$ cat src/rtl/pc_seq_ctrl_if.sv
// Instruction-memory fetch channel between the PC sequencer (master) and imem (slave).
// A request holds while imem_req=1; the cycle with imem_ack=1 carries imem_instr.
interface pc_seq_ctrl_if;
  logic        imem_req;
  logic [63:0] imem_addr;
  logic        imem_ack;
  logic [31:0] imem_instr;

  modport master (output imem_req, imem_addr, input imem_ack, imem_instr);
  modport slave  (input imem_req, imem_addr, output imem_ack, imem_instr);
endinterface

$ cat src/rtl/pc_seq_ctrl.sv
// Next-PC sequencer: fetch over req/ack, latch the instruction, retire by loading pc_next.
// Minimum 2 cycles/instruction; stall or missing ex_done holds EXEC, missing ack times out to ERR.
module pc_seq_ctrl #(
  parameter logic [63:0] RESET_PC = 64'h0,
  parameter int unsigned TIMEOUT  = 16
) (
  input  logic          clk,
  input  logic          reset,
  pc_seq_ctrl_if.master imem,
  output logic [31:0]   instruction,
  output logic          instr_valid,
  output logic [63:0]   pc,
  input  logic [63:0]   pc_next,
  input  logic          ex_done,
  input  logic          ex_uncond,
  input  logic          ex_cond,
  input  logic          ex_flag,
  input  logic          ex_halt,
  input  logic          stall,
  output logic          UncondBr,
  output logic          BrTaken,
  output logic [31:0]   retired,
  output logic          halted,
  output logic          fetch_err,
  output logic          align_err
);

  typedef enum logic [1:0] {FETCH, EXEC, HALT, ERR} state_t;

  localparam logic [7:0] TMO_LAST = 8'(TIMEOUT - 1);

  state_t      state, state_nxt;
  logic [7:0]  tmo_cnt, tmo_cnt_nxt;
  logic [63:0] pc_nxt;
  logic [31:0] instr_nxt;
  logic [31:0] retired_nxt;
  logic        fetch_err_nxt, align_err_nxt;
  logic        retire;

  always_ff @(posedge clk or negedge reset) begin
    if (!reset) begin
      state       <= FETCH;
      tmo_cnt     <= 8'd0;
      pc          <= RESET_PC;
      instruction <= 32'd0;
      retired     <= 32'd0;
      fetch_err   <= 1'b0;
      align_err   <= 1'b0;
    end else begin
      state       <= state_nxt;
      tmo_cnt     <= tmo_cnt_nxt;
      pc          <= pc_nxt;
      instruction <= instr_nxt;
      retired     <= retired_nxt;
      fetch_err   <= fetch_err_nxt;
      align_err   <= align_err_nxt;
    end
  end

  assign retire = ex_done & ~stall;

  always_comb begin
    state_nxt     = state;
    tmo_cnt_nxt   = tmo_cnt;
    pc_nxt        = pc;
    instr_nxt     = instruction;
    retired_nxt   = retired;
    fetch_err_nxt = fetch_err;
    align_err_nxt = align_err;
    case (state)
      FETCH: begin
        // Ack wins over timeout, so an ack on the last allowed cycle is still taken.
        if (imem.imem_ack) begin
          instr_nxt   = imem.imem_instr;
          tmo_cnt_nxt = 8'd0;
          state_nxt   = EXEC;
        end else if (tmo_cnt == TMO_LAST) begin
          fetch_err_nxt = 1'b1;
          state_nxt     = ERR;
        end else begin
          tmo_cnt_nxt = tmo_cnt + 8'd1;
        end
      end
      EXEC: begin
        if (retire) begin
          if (ex_halt) begin
            retired_nxt = retired + 32'd1;
            state_nxt   = HALT;
          end else if (pc_next[1:0] != 2'b00) begin
            align_err_nxt = 1'b1;
            state_nxt     = ERR;
          end else begin
            pc_nxt      = pc_next;
            retired_nxt = retired + 32'd1;
            state_nxt   = FETCH;
          end
        end
      end
      default: state_nxt = state;
    endcase
  end

  // Request is gated by reset so it drops the moment reset asserts, not at the next edge.
  assign imem.imem_req  = reset & (state == FETCH);
  assign imem.imem_addr = pc;
  assign instr_valid    = (state == EXEC);
  assign halted         = (state == HALT);
  assign UncondBr       = instr_valid & ex_uncond;
  assign BrTaken        = instr_valid & (ex_uncond | (ex_cond & ex_flag));

endmodule
$ cat src/flat_wrapper.sv
// flat-port wrapper written by rule: the top's interface ports become plain ports
module pc_seq_ctrl_flat 
#(
  parameter logic [63:0] RESET_PC = 64'h0,
  parameter int unsigned TIMEOUT  = 16
)
  (clk, reset, instruction, instr_valid, pc, pc_next, ex_done, ex_uncond, ex_cond, ex_flag, ex_halt, stall, UncondBr, BrTaken, retired, halted, fetch_err, align_err, imem_imem_req, imem_imem_addr, imem_imem_ack, imem_imem_instr);
  pc_seq_ctrl_if imem_i ();
  input  logic clk;
  input  logic reset;
  output logic [31:0] instruction;
  output logic instr_valid;
  output logic [63:0] pc;
  input  logic [63:0] pc_next;
  input  logic ex_done;
  input  logic ex_uncond;
  input  logic ex_cond;
  input  logic ex_flag;
  input  logic ex_halt;
  input  logic stall;
  output logic UncondBr;
  output logic BrTaken;
  output logic [31:0] retired;
  output logic halted;
  output logic fetch_err;
  output logic align_err;
  output wire logic [$bits(imem_i.imem_req)-1:0] imem_imem_req;
  output wire logic [$bits(imem_i.imem_addr)-1:0] imem_imem_addr;
  input wire logic [$bits(imem_i.imem_ack)-1:0] imem_imem_ack;
  input wire logic [$bits(imem_i.imem_instr)-1:0] imem_imem_instr;
  assign imem_imem_req = imem_i.imem_req;
  assign imem_imem_addr = imem_i.imem_addr;
  assign imem_i.imem_ack = imem_imem_ack;
  assign imem_i.imem_instr = imem_imem_instr;
  pc_seq_ctrl #(.RESET_PC(RESET_PC), .TIMEOUT(TIMEOUT)) u_core (.clk(clk), .reset(reset), .imem(imem_i), .instruction(instruction), .instr_valid(instr_valid), .pc(pc), .pc_next(pc_next), .ex_done(ex_done), .ex_uncond(ex_uncond), .ex_cond(ex_cond), .ex_flag(ex_flag), .ex_halt(ex_halt), .stall(stall), .UncondBr(UncondBr), .BrTaken(BrTaken), .retired(retired), .halted(halted), .fetch_err(fetch_err), .align_err(align_err));
endmodule
$ cat config.mk
export PLATFORM = sky130hd
export DESIGN_NAME = pc_seq_ctrl_flat
export DESIGN_NICKNAME = d
export VERILOG_FILES = /design/src/rtl/pc_seq_ctrl_if.sv /design/src/rtl/pc_seq_ctrl.sv /design/src/flat_wrapper.sv
export SDC_FILE = /design/constraint.sdc
export NUM_CORES = 1
export LEC_CHECK = 0
export CAP_MARGIN = 20
export CORE_ASPECT_RATIO = 0.9
export CORE_MARGIN = 3
export CORE_UTILIZATION = 30
export CTS_BUF_LIST = sky130_fd_sc_hd__clkbuf_2
export CTS_CLUSTER_SIZE = 16
export DETAILED_ROUTE_END_ITERATION = 8
export PLACE_DENSITY_LB_ADDON = 0.3
export SYNTH_ARGS = -nofsm -noshare
export SYNTH_HDL_FRONTEND = slang
export SYNTH_SLANG_ARGS = --single-unit
$ cat constraint.sdc
create_clock -name clk -period 1.55 [get_ports clk]
set_input_delay 0.31 -clock clk [delete_from_list [all_inputs] [get_ports clk]]
set_output_delay 0.31 -clock clk [all_outputs]
set_load 0.02 [all_outputs]
==> results.cfg <==
[route]
viasPerCell = 4.42
drt-total-wl_um = 21200
vias = 5307
drt_first_pass_iters = 4
drtIter0Drc = 181
routedWlPerCell_um = 17.6
final_antenna_net_count = 0
drcViolationCount = 0

[finish]
area_growth_pct = 89.4
fill_cells = 1588
layout-drive-gt1-share = 0.618
post-route-util = 0.587
regArea_um2 = 3520
multiInputGateArea_um2 = 2480
layout.nets = 1015
final_cell_area_um2 = 11900
fin_cells = 1201
diodes = 0

[grt]
antenna_found_initial = 0
grt_pass1_vias = 5319
grt_max_degree = 141
grt_overflow = 0
grt_pass1_wl_um = 28300
grt_usage = 0.161

[floorplan]
initial_core_util = 0.310
pin_count = 304
die_h_um = 143
core_um2 = 20300
design.die.area_um2 = 22700
die_w_um = 159
core.rowCount = 49

[setup_path]
endpoint = UncondBr
arrival_ns = 1.66
crit_fanout = 5
end_kind = output port
r2r-end = u_core.retired[13]
criticalPathCategory = reg2out
reg2reg_slack_ns = -0.39
reg2reg_from = u_core.state[0]
crit_start = u_core.state[0]
critPathLaunchType = register
cp.required_ns = 1.24
r2r_cells = 10

[power_and_ir_drop]
irDropWorstVdd_mv = 0.395
p_leak_nw = 5.88
power_density_nw_per_um2 = 718

[outcome]
violations = negative setup slack
status = finished with violations

[clocking]
cts_tree = done
clk_latency_ns = 0.70
cts_root_buf = clkbuf_2
cts_sinks = 140
cts_buffers = 17
path_clk_slew_ns = 0.26
htree_levels = 4
cts_buffer_depth = 2

[placed_design]
dp_slack_ns = -0.433
gp_congestion = 0.766
port_buffers = 303
dpl.hpwl_um = 13100
dp_cells = 1018
placed_area_um2 = 9470

[synth]
syn_inst = 472
avgSynthCellArea_um2 = 13.3
yosysSeqAreaShare = 0.557
ys_ff_latch = 140
synth_area_um2 = 6290
yosysWarnings = 0
synth_nets = 579
ys_types = 40

[timing]
period_share = 1.27
hold_viol_final = 0
slew_violations = 0
timing.final.ws_setup_ns = -0.423
hold_ws_ns = 0.199
max_freq_mhz = 507
grt_setup_unrepaired = true
min_period_ns = 1.97
finalSetupViolations = 317
fin_skew_ns = 0.0366
worstMarginPinSlew_ns = 0.829
maxSlewHeadroom = 0.447

[job]
maxCapViolCount = 0

[min_path]
min_path_type = in2reg
report_power, final:
| group | total (mW) | internal (mW) | leakage [nW] | switching, mW |
|---|---|---|---|---|
| logic | 2.18 | 1.30 | 3.86 | 0.888 |
| registers | 4.12 | 3.90 | 1.88 | 0.219 |
| clock network | 2.25 | 0.769 | 0.144 | 1.48 |
| total | 8.55 | 5.97 | 5.88 | 2.59 |
kinds of logic after synthesis:
logic type | synth area share
mux | 0.170
xor+xnor | 0.0460
flops | 0.557
fa+ha+maj | 0.00398
simple gates | 0.0953
compound gates | 0.0251
buf+inv | 0.102
placed cells by master, fill, tap and decap left out, types with 4 or more instances in the layout:
cell             instances
nor2_1                   5
nand2_1                 10
buf_12                   7
buf_6                  271
a21oi_1                  4
mux2_4                  31
buf_4                  103
clkbuf_2                17
clkdlybuf4s50_1        103
nor4_4                   5
xnor2_1                 26
dfrtp_2                 14
mux2_2                  63
nand4_1                 18
and3_1                   4
and2_1                   4
inv_1                    5
clkbuf_16                7
dfrtp_1                126
xor2_1                   5
nand3_1                 10
and4_1                   4
nand3_2                  4
layer usage:
metal | up-vias | track usage | routed length, µm
li1 | 2469 | - | -
met1 | 2642 | 0.181 | 8210
met2 | 180 | 0.304 | 11500
met3 | 16 | 0.0407 | 1190
met4 | 0 | 0.0367 | 274
met5 | - | 0 | 0
repair_timing:
item | CTS | global route
endpoints found under the setup margin | 300 | 337
hold buffers | 1 | 0
pin swaps | 13 | 22
setup buffers | 95 | 43
gates resized for setup | 1179 | 178
gates cloned | 3 | 10
endpoints found under the hold margin | 140 | 0
state kept, by name, indices dropped and copies added (netlist names):
register	count
u_core.tmo_cnt	8
u_core.retired	32
u_core.instruction	32
u_core.align_err	1
u_core.state	2
u_core.fetch_err	1
u_core.imem.imem_addr	64
layout make-up:
| type | instances | share of cell area |
|---|---|---|
| sequential | 140 | 0.296 |
| timing repair buffer | 497 | 0.444 |
| tap | 280 | 0.0294 |
| multi-input combinational | 247 | 0.208 |
| clock buffer | 17 | 0.00715 |
| inverter | 5 | 0.00158 |
| clock inverter | 15 | 0.0137 |
through the flow:
stage                     TNS (ns)  total power, mW
after CTS                   -60.85             8.42
final                       -44.94             8.55
after detailed placement    -44.18             5.85
after global placement      -41.51             5.81
after global routing        -82.66             8.97
after floorplan             -0.262             4.84
how the worst min path moves through the flow:
| stage | startpoint | to | slack (ns) | cells past startpoint |
|---|---|---|---|---|
| after floorplan | reset | u_core.align_err | 0.01 | 0 |
| after global placement | u_core.align_err | u_core.align_err | 0.46 | 1 |
| after detailed placement | u_core.align_err | u_core.align_err | 0.45 | 1 |
| after CTS | pc_next[51] | u_core.imem.imem_addr[51] | 0.11 | 2 |
| after global routing | pc_next[54] | u_core.imem.imem_addr[54] | 0.08 | 2 |
| final | imem_imem_instr[25] | u_core.instruction[25] | 0.20 | 2 |
cell usage after synthesis, drive strengths merged:
library cell  instances  area share
nand4bb               1      0.0044
mux2                 95        0.17
xor2                  5      0.0070
and4bb                1      0.0020
inv                   5      0.0030
nor2                  8      0.0048
nor3b                 1      0.0012
a21oi                 5      0.0040
clkbuf                1     0.00080
dfrtp               140        0.56
or3                   3      0.0030
ha                    2      0.0040
nand2                14      0.0088
o21ba                 1      0.0016
xnor2                28       0.039
or4                   1      0.0018
nor3                  5      0.0040
and4                  4      0.0056
and2                  7      0.0070
o21a                  1      0.0012
buf                  80       0.098
nor4                  6       0.013
a21o                  2      0.0024
o31ai                 3      0.0058
o21ai                 8      0.0064
nand3                15       0.012
o21bai                2      0.0024
a22o                  1      0.0014
and3                  4      0.0040
nor2b                 2      0.0020
nand4b                2      0.0028
and2b                 1      0.0012
nand4                18       0.018
critical path, cell delays in order (launching register included):
cell	delay [ns]
dfrtp_2	0.49
and2b_2	0.23
and2_4	0.16
buf_6	0.12
Note: power is estimated with default switching activity, not from simulation.
